--- config.mk ---
export PLATFORM = sky130hd
export DESIGN_NAME = hamming_rx_ctrl
export DESIGN_NICKNAME = d
export VERILOG_FILES = /design/src/rtl/hamming_pkg.sv /design/src/rtl/hamming12_syndrome.sv /design/src/rtl/hamming_rx_ctrl.sv
export SDC_FILE = /design/constraint.sdc
export NUM_CORES = 1
export LEC_CHECK = 0
export BUFFER_PORTS_ARGS = -buffer_cell sky130_fd_sc_hd__buf_2
export CORE_MARGIN = 8
export CORE_UTILIZATION = 45
export DETAILED_ROUTE_END_ITERATION = 12
export PLACE_DENSITY = 0.65
export SYNTH_ARGS = -nofsm -noshare
export SYNTH_HDL_FRONTEND = slang
export SYNTH_SLANG_ARGS = --single-unit
--- constraint.sdc ---
create_clock -name clk -period 2.7 [get_ports clk]
set_clock_uncertainty 0.15 [all_clocks]
set_input_delay 0.27 -clock clk [delete_from_list [all_inputs] [get_ports clk]]
set_output_delay 0.27 -clock clk [all_outputs]
set_load 0.02 [all_outputs]
--- src/rtl/hamming_pkg.sv ---
// hamming_pkg: shared constants and types for the Hamming(12,8) receive path.
//   CW_W / DATA_W : codeword and payload widths
//   CHK_POS*      : bit positions of the four check bits inside the codeword
//   err_t         : per-byte status reported to the sink
//   state_t       : receive controller FSM states
//   extract_data  : pulls the eight payload bits out of a codeword
package hamming_pkg;

   localparam int unsigned CW_W   = 12;
   localparam int unsigned DATA_W = 8;

   // Check bits sit at the power-of-two Hamming positions 1, 2, 4, 8 (1-based).
   localparam int unsigned CHK_POS0 = 0;
   localparam int unsigned CHK_POS1 = 1;
   localparam int unsigned CHK_POS2 = 3;
   localparam int unsigned CHK_POS3 = 7;

   // Largest syndrome that names a real codeword bit; above this is uncorrectable.
   localparam logic [3:0] SYN_MAX_CORR = 4'd12;

   typedef enum logic [1:0] {
      ERR_NONE   = 2'b00,
      ERR_CORR   = 2'b01,
      ERR_UNCORR = 2'b10
   } err_t;

   typedef enum logic [1:0] {
      S_COLLECT = 2'b00,
      S_DECODE  = 2'b01,
      S_PUSH    = 2'b10
   } state_t;

   function automatic logic [DATA_W-1:0] extract_data(input logic [CW_W-1:0] cw);
      return {cw[11], cw[10], cw[9], cw[8], cw[6], cw[5], cw[4], cw[2]};
   endfunction

endpackage

--- src/rtl/hamming12_syndrome.sv ---
// hamming12_syndrome: combinational single-error corrector for one 12-bit codeword.
//   cw_i       : received codeword, cw_i[0] is the first bit on the wire
//   syndrome_o : 4-bit syndrome; 1..12 names the 1-based position of a flipped bit
//   data_o     : payload extracted after correction
//   err_o      : ERR_NONE / ERR_CORR / ERR_UNCORR
module hamming12_syndrome
   import hamming_pkg::*;
(
   input  logic [CW_W-1:0]   cw_i,
   output logic [3:0]        syndrome_o,
   output logic [DATA_W-1:0] data_o,
   output err_t              err_o
);

   logic [3:0]      syn;
   logic [CW_W-1:0] cw_fix;

   always_comb begin
      syn[0] = cw_i[0] ^ cw_i[2] ^ cw_i[4] ^ cw_i[6] ^ cw_i[8] ^ cw_i[10];
      syn[1] = cw_i[1] ^ cw_i[2] ^ cw_i[5] ^ cw_i[6] ^ cw_i[9] ^ cw_i[10];
      syn[2] = cw_i[3] ^ cw_i[4] ^ cw_i[5] ^ cw_i[6] ^ cw_i[11];
      syn[3] = cw_i[7] ^ cw_i[8] ^ cw_i[9] ^ cw_i[10] ^ cw_i[11];
   end

   always_comb begin
      cw_fix = cw_i;
      err_o  = ERR_NONE;
      if (syn == 4'd0) begin
         err_o = ERR_NONE;
      end else if (syn <= SYN_MAX_CORR) begin
         err_o = ERR_CORR;
         // Syndrome s points at cw[s-1].
         for (int i = 0; i < CW_W; i++) begin
            if (syn == 4'(i + 1)) begin
               cw_fix[i] = ~cw_i[i];
            end
         end
      end else begin
         err_o = ERR_UNCORR;
      end
   end

   assign syndrome_o = syn;
   assign data_o     = extract_data(cw_fix);

endmodule

--- src/rtl/hamming_rx_ctrl.sv ---
// hamming_rx_ctrl: assembles demodulated bits into Hamming(12,8) codewords, corrects
// single errors and hands decoded bytes to a valid/ready sink.
//   clk, rst               : clock, synchronous active-high reset
//   bit_in, bit_valid      : serial hard-decision bits, LSB of the codeword first
//   out_data, out_err      : decoded byte and its status (00 clean, 01 corr, 10 uncorr)
//   out_valid, out_ready   : single-entry output buffer handshake
//   corr_cnt, uncorr_cnt   : saturating counts of corrected / uncorrectable codewords
//   drop_cnt               : saturating count of bytes lost to a full output buffer
//   timeout_cnt            : saturating count of partial codewords aborted by a bit gap
//   busy                   : a codeword is partially collected or being decoded
module hamming_rx_ctrl
   import hamming_pkg::*;
#(
   parameter int unsigned TIMEOUT = 1024,
   parameter int unsigned CNT_W   = 16
) (
   input  logic              clk,
   input  logic              rst,
   input  logic              bit_in,
   input  logic              bit_valid,
   output logic [7:0]        out_data,
   output logic [1:0]        out_err,
   output logic              out_valid,
   input  logic              out_ready,
   output logic [CNT_W-1:0]  corr_cnt,
   output logic [CNT_W-1:0]  uncorr_cnt,
   output logic [CNT_W-1:0]  drop_cnt,
   output logic [CNT_W-1:0]  timeout_cnt,
   output logic              busy
);

   localparam int unsigned TMR_W = $clog2(TIMEOUT + 1);

   state_t              state_q, state_d;
   logic [3:0]          bit_cnt_q, bit_cnt_d;
   logic [CW_W-1:0]     sr_q, sr_d;
   logic [TMR_W-1:0]    tmr_q, tmr_d;
   logic [3:0]          syn_q, syn_d;
   logic [DATA_W-1:0]   dec_data_q, dec_data_d;
   err_t                dec_err_q, dec_err_d;
   logic [DATA_W-1:0]   out_data_q, out_data_d;
   err_t                out_err_q, out_err_d;
   logic                out_valid_q, out_valid_d;
   logic [CNT_W-1:0]    corr_q, corr_d;
   logic [CNT_W-1:0]    uncorr_q, uncorr_d;
   logic [CNT_W-1:0]    drop_q, drop_d;
   logic [CNT_W-1:0]    tout_q, tout_d;

   logic [3:0]          syn_comb;
   logic [DATA_W-1:0]   data_comb;
   err_t                err_comb;

   function automatic logic [CNT_W-1:0] sat_inc(input logic [CNT_W-1:0] v);
      return (&v) ? v : v + 1'b1;
   endfunction

   // During S_DECODE sr_q still holds the complete codeword; a bit arriving in
   // that cycle only shifts in at the closing edge.
   hamming12_syndrome u_syndrome (
      .cw_i       (sr_q),
      .syndrome_o (syn_comb),
      .data_o     (data_comb),
      .err_o      (err_comb)
   );

   always_comb begin
      state_d     = state_q;
      bit_cnt_d   = bit_cnt_q;
      sr_d        = sr_q;
      tmr_d       = tmr_q;
      syn_d       = syn_q;
      dec_data_d  = dec_data_q;
      dec_err_d   = dec_err_q;
      out_data_d  = out_data_q;
      out_err_d   = out_err_q;
      out_valid_d = out_valid_q;
      corr_d      = corr_q;
      uncorr_d    = uncorr_q;
      drop_d      = drop_q;
      tout_d      = tout_q;

      // Bit assembly runs in every state so the next codeword can start early.
      if (bit_valid) begin
         sr_d  = {bit_in, sr_q[CW_W-1:1]};
         tmr_d = '0;
         if (bit_cnt_q == 4'(CW_W - 1)) begin
            bit_cnt_d = '0;
         end else begin
            bit_cnt_d = bit_cnt_q + 4'd1;
         end
      end else if (bit_cnt_q != 4'd0) begin
         if (tmr_q == TMR_W'(TIMEOUT - 1)) begin
            bit_cnt_d = '0;
            tmr_d     = '0;
            tout_d    = sat_inc(tout_q);
         end else begin
            tmr_d = tmr_q + 1'b1;
         end
      end

      if (out_valid_q && out_ready) begin
         out_valid_d = 1'b0;
      end

      case (state_q)
         S_COLLECT: begin
            if (bit_valid && (bit_cnt_q == 4'(CW_W - 1))) begin
               state_d = S_DECODE;
            end
         end
         S_DECODE: begin
            syn_d      = syn_comb;
            dec_data_d = data_comb;
            dec_err_d  = err_comb;
            state_d    = S_PUSH;
         end
         S_PUSH: begin
            if (!out_valid_q || out_ready) begin
               out_data_d  = dec_data_q;
               out_err_d   = dec_err_q;
               out_valid_d = 1'b1;
            end else begin
               drop_d = sat_inc(drop_q);
            end
            if (syn_q > SYN_MAX_CORR) begin
               uncorr_d = sat_inc(uncorr_q);
            end else if (syn_q != 4'd0) begin
               corr_d = sat_inc(corr_q);
            end
            state_d = S_COLLECT;
         end
         default: state_d = S_COLLECT;
      endcase
   end

   always_ff @(posedge clk) begin
      if (rst) begin
         state_q     <= S_COLLECT;
         bit_cnt_q   <= '0;
         sr_q        <= '0;
         tmr_q       <= '0;
         syn_q       <= '0;
         dec_data_q  <= '0;
         dec_err_q   <= ERR_NONE;
         out_data_q  <= '0;
         out_err_q   <= ERR_NONE;
         out_valid_q <= 1'b0;
         corr_q      <= '0;
         uncorr_q    <= '0;
         drop_q      <= '0;
         tout_q      <= '0;
      end else begin
         state_q     <= state_d;
         bit_cnt_q   <= bit_cnt_d;
         sr_q        <= sr_d;
         tmr_q       <= tmr_d;
         syn_q       <= syn_d;
         dec_data_q  <= dec_data_d;
         dec_err_q   <= dec_err_d;
         out_data_q  <= out_data_d;
         out_err_q   <= out_err_d;
         out_valid_q <= out_valid_d;
         corr_q      <= corr_d;
         uncorr_q    <= uncorr_d;
         drop_q      <= drop_d;
         tout_q      <= tout_d;
      end
   end

   assign out_data    = out_data_q;
   assign out_err     = out_err_q;
   assign out_valid   = out_valid_q;
   assign corr_cnt    = corr_q;
   assign uncorr_cnt  = uncorr_q;
   assign drop_cnt    = drop_q;
   assign timeout_cnt = tout_q;
   assign busy        = (bit_cnt_q != 4'd0) || (state_q != S_COLLECT);

endmodule

# ---- After elaboration in Yosys (flattened, before gate mapping)
# Index checks and enable logic that the tools add are counted.
dict set report classes {
  add_sub_neg 6
  magnitude_cmp 2
  n_eq_ne 17
  mux 26
  n_bitwise 37
  n_reduce_logical 23
}
# cell count
set op_table {}
lappend op_table {{$add 16x1->16 const B} 4}
lappend op_table {{$reduce_and 16->1} 4}
lappend op_table {{$eq 4x4->1 const B} 6}
lappend op_table {{$mux 12} 2}
lappend op_table {{$not 1->1} 19}
lappend op_table {{$xor 1x1->1} 18}
lappend op_table {{$eq 4x3->1 const B} 4}
lappend op_table {{$mux 4} 4}
lappend op_table {{$mux 1} 15}
lappend op_table {{$add 11x1->11 const B} 1}
lappend op_table {{$eq 11x10->1 const B} 1}
lappend op_table {{$mux 11} 1}
lappend op_table {{$eq 4x2->1 const B} 2}
lappend op_table {{$reduce_and 4->1} 2}
lappend op_table {{$reduce_bool 4->1} 2}
lappend op_table {{$mux 2} 3}
lappend op_table {{$reduce_and 3->1} 2}
lappend op_table {{$reduce_bool 2->1} 3}
lappend op_table {{$add 4x1->4 const B} 1}
lappend op_table {{$eq 4x1->1 const B} 1}
lappend op_table {{$gt 4x4->1 const B} 1}
lappend op_table {{$le 4x4->1 const B} 1}
lappend op_table {{$logic_not 4->1} 1}
lappend op_table {{$pmux 2 s2} 1}
lappend op_table {{9 further kinds} 12}
dict set report word_totals {
  regBits 118
  in_bits 5
  output_inout_bits 76
  elab_cells 125
}

# ---- Longest topological paths before layout
dict set report logic_depth {
  word_depth 9
  mapped_depth 8
  depth_no_buf 7
}

# ---- By module
# From an unflattened synthesis, not the netlist that was laid out.
dict set report hier_totals {
  hier_cells 649
  area_unflattened_um2 5751.8
}
# mod n_inst cells_each area_each_um2 seq_area_each_um2
set by_module_without_submodules {}
lappend by_module_without_submodules {hamming_rx_ctrl 1 610 5337.6 2362.3}
lappend by_module_without_submodules {hamming12_syndrome 1 39 414.1 0.0}

# ---- Worst setup path after synthesis
# OpenSTA, ideal clock, no wires.
dict set report synth_timing {
  path_type {reg2reg}
  startpoint {register bit_cnt_q[0]}
  endpoint {register tout_q[12], in the netlist timeout_cnt[12]}
  setup_ps 70
  arrival_ps 1939
  required_ps 2480
  slack_ps 541
  stages_incl_launch_ff 9
  n_path_buf 1
  synth_period_minus_slack_ps 2159
  path_cell_list {dfxtp_1 inv_1 ha_1 nor3b_2 nor3_4 o211ai_1 buf_2 or3_1 a21oi_1}
}
dict set report synth_via {
  elab_chain_len 2
}
# element line_no
set synth_lines {}
lappend synth_lines {{start: declaration} hamming_rx_ctrl.sv:35} ;# logic [3:0] bit_cnt_q, bit_cnt_d;
lappend synth_lines {{start signal: assignment} hamming_rx_ctrl.sv:154} ;# bit_cnt_q <= bit_cnt_d;
lappend synth_lines {{$reduce_bool 4->1} hamming_rx_ctrl.sv:91} ;# end else if (bit_cnt_q != 4'd0) begin
lappend synth_lines {{$reduce_and 4->1 (no source line)} --}
lappend synth_lines {{end signal: assignment} hamming_rx_ctrl.sv:166} ;# tout_q <= tout_d;
lappend synth_lines {{end: declaration} hamming_rx_ctrl.sv:47} ;# logic [CNT_W-1:0] tout_q, tout_d;
# No other way between the ends.
# A chain may end at the register's enable or synchronous reset.

# ---- Worst setup path after layout
dict set report layout_timing {
  startpoint {register bit_cnt_q[0]}
  endpoint {register tout_q[9], in the netlist timeout_cnt[9]}
}
# Same word-level chain as after synthesis.

==> flow_metrics.py <==
metrics = {
    "critical_path": {
        "arrival_ns": 2.62,
        "cp_max_fo": 11,
        "crit_type": "flop to flop",
        "path_cells": "inv_1, ha_1, nor3b_2, nor3_4, o211ai_1, buf_4, or4_1, a21oi_1",
        "critPathMaxStageDelay_ns": 0.47,
        "setup.worst_path.start_class": "flop",
        "crit_required_ns": 2.89,
        "reg2reg_from": "bit_cnt_q[0]",
        "r2r_slack_ns": 0.27,
        "cp_slowest_cell": "or4_1",
        "ff2ff_path_depth": 8,
        "end_kind": "flop",
        "r2r_end": "timeout_cnt[9]",
    },
    "cts": {
        "clk_latency_ns": 0.41,
        "clock-root-buffer": "clkbuf_16",
        "htreeDepth": 4,
        "clk_pin_slew_worst_paths_ns": 0.05,
        "cts_tree": "done",
        "cts-buffers-inserted": 17,
        "cts_buffer_depth": 2,
        "numClockSinks": 118,
    },
    "min_path": {
        "min_path_cells": 3,
        "hp-class": "input port to flop",
        "min_from": "out_ready",
        "holdPathEnd": "out_valid",
    },
    "yosys": {
        "syn_area_um2": 5630,
        "synth.distinct_cells": 55,
        "async_flop_share_pct": 0,
        "synth_area_per_cell_um2": 8.93,
        "yosysWarnings": 0,
        "syn_inst": 630,
        "ys_seq_elements": 118,
        "synth_edf_count": 0,
        "synth-seq-area-share_pct": 42.0,
        "synth-main-ff-cell": "dfxtp_1",
        "syn-num-nets": 642,
    },
    "global_routing": {
        "grt_max_degree": 61,
        "first_global_vias": 4381,
        "track_usage_pct": 15.4,
        "grt_antenna_before_repair": 0,
        "grt-ovfl-total": 0,
        "grt_pass1_wl_mm": 20.5,
    },
    "flow_run": {
        "max-cap-violations": 0,
    },
    "sta": {
        "rsz0062_at_grt": "false",
        "hold_viol": 0,
        "hold_ws_ns": 0.0313,
        "maxClockFrequency_mhz": 412,
        "drv_slew": 0,
        "fin_crit_sh_pct": 90.0,
        "layout_min_cycle_time_ns": 2.43,
        "fin_ws_ns": 0.270,
        "setup_tns_ns": 0,
        "relSlewSlack_pct": 39.4,
        "worstMarginPinSlew_ns": 0.906,
        "setup_viol": 0,
    },
    "detailed_routing": {
        "wirelength_mm": 12.2,
        "avgRoutedWirePerCell_um": 13.7,
        "first_pass_iters": 5,
        "ant_nets": 0,
        "drc": 0,
        "vias": 4732,
        "viasPerCell": 5.28,
        "first_iter_violations": 321,
    },
    "placed_design": {
        "io_buffers": 80,
        "post-place-ws_ns": 0.0913,
        "gp_congestion": 0.831,
        "dp_hpwl_mm": 8.54,
    },
    "pwr": {
        "p_leak_nw": 2.61,
        "powerDensity_nw_per_um2": 603,
        "ir_drop_mv": 0.400,
    },
    "die": {
        "coreArea_um2": 12400,
        "design.die.area_um2": 16300,
        "die_x_um": 128,
        "ios": 81,
        "rows": 41,
        "initial_core_util_pct": 45.3,
        "die_y_um": 128,
    },
    "final_layout": {
        "fin_nets": 723,
        "multi_input_area_um2": 3090,
        "layout.area.seq_um2": 2360,
        "diodes": 0,
        "nFillCells": 1160,
        "drive_gt1_share_pct": 19.1,
        "area_delta_synth_final_pct": 21.1,
        "final_common_cell": "dfxtp_1",
        "final_cell_mix": "dfxtp_1 (118), nor2_1 (103), buf_2 (79)",
    },
    "status": {
        "status": "finished clean",
    },
}
==> sequential cells by signal, summed over array words and instances, names as in the netlist, 4 cells and up <==
signal       count
sr_q            12
dec_data_q       8
tmr_q           11
drop_cnt        16
bit_cnt_q        4
uncorr_cnt      16
corr_cnt        16
syn_q            4
out_data         8
timeout_cnt     16
==> per-stage QoR <==
step                      cells  util [%]  cell area (um^2)  power, mW
after floorplan             630         -              5630       1.88
after global placement      861      49.9              6190       1.90
after detailed placement    861      49.9              6190       1.91
after CTS                   894      54.8              6800       4.16
after global routing        896      54.9              6810       4.26
final                       896      54.9              6810       4.11
==> cell type report <==
type	count	share of cell area [%]
multi-input combinational	469	45.3
sequential	118	34.7
timing repair buffer	94	7.49
clock buffer	25	7.42
tap	172	3.16
clock inverter	7	1.36
inverter	11	0.606
==> how the worst max path moves through the flow <==
stage	startpoint	slack (ns)	to	cells after the start
floorplan	bit_cnt_q[0]	0.54	timeout_cnt[12]	8
global placement	bit_cnt_q[0]	0.22	timeout_cnt[5]	7
detailed placement	bit_cnt_q[0]	0.09	timeout_cnt[5]	7
CTS	bit_cnt_q[0]	0.10	timeout_cnt[5]	7
global route	sr_q[9]	0.02	dec_data_q[4]	5
finish	bit_cnt_q[0]	0.27	timeout_cnt[9]	8
==> cells by family (layout without fill, tap and decap cells) <==
logic type               after synthesis  count (layout)  share of synthesized area (%)
AO/OA/AOI/OAI                         79              79                           9.21
buffers and inverters                 43             137                           3.16
flip-flops                           118             118                           42.0
multiplexers                          28              28                           5.00
AND/OR/NAND/NOR                      282             282                           25.8
adder cells (fa/ha/maj)                7               7                           1.56
XOR/XNOR                              73              73                           13.3
==> layer usage <==
metal / share of wire (%) / wire (um) / up-vias / global-route usage, %
li1: - / - / 2414 / -
met5: 0 / 0 / - / 0
met2: 47 / 5780 / 79 / 24.5
met1: 46 / 5660 / 2218 / 18.8
met3: 4.4 / 540 / 21 / 4.08
met4: 2.1 / 257 / 0 / 7.55
==> synth_stat cells (all sizes together) (10+ instances only) <==
library cell    n  share of area [%]
a211oi         12                1.7
a21oi          25                2.2
and3           10                1.1
clkbuf         25                1.7
dfxtp         118                 42
inv            11               0.73
mux2i          27                4.8
nand2          42                2.8
nand3          26                2.3
nand4          21                2.3
nor2          103                6.9
nor3           18                1.8
nor4           15                2.3
o21ai          12                1.1
or3            13                1.4
xnor2          39                6.5
xor2           28                4.4
==> what timing repair did <==
| action | CTS | global route |
|---|---|---|
| setup endpoints to repair | 0 | 2 |
| buffers inserted | 0 | 2 |
| endpoints found under the hold margin | 1 | 0 |
| gates resized for setup | 0 | 0 |
| hold buffers | 1 | 0 |
==> worst max-delay path: cells and delay by family (launching register included) <==
family / cells / cell delay, ns
and+or+nand+nor: 3 / 1.04
DFF: 1 / 0.37
AOI/OAI and AO/OA: 2 / 0.30
buffers and inverters: 2 / 0.28
adders and majority gates: 1 / 0.21
==> power by group <==
group / leakage [nW] / total (mW) / internal (mW) / switching (mW)
clock: 0.286 / 2.24 / 1.48 / 0.761
sequential: 0.951 / 1.75 / 1.75 / 0.00569
combinational: 1.37 / 0.116 / 0.0401 / 0.0762
(Power assumes the default switching activity.)
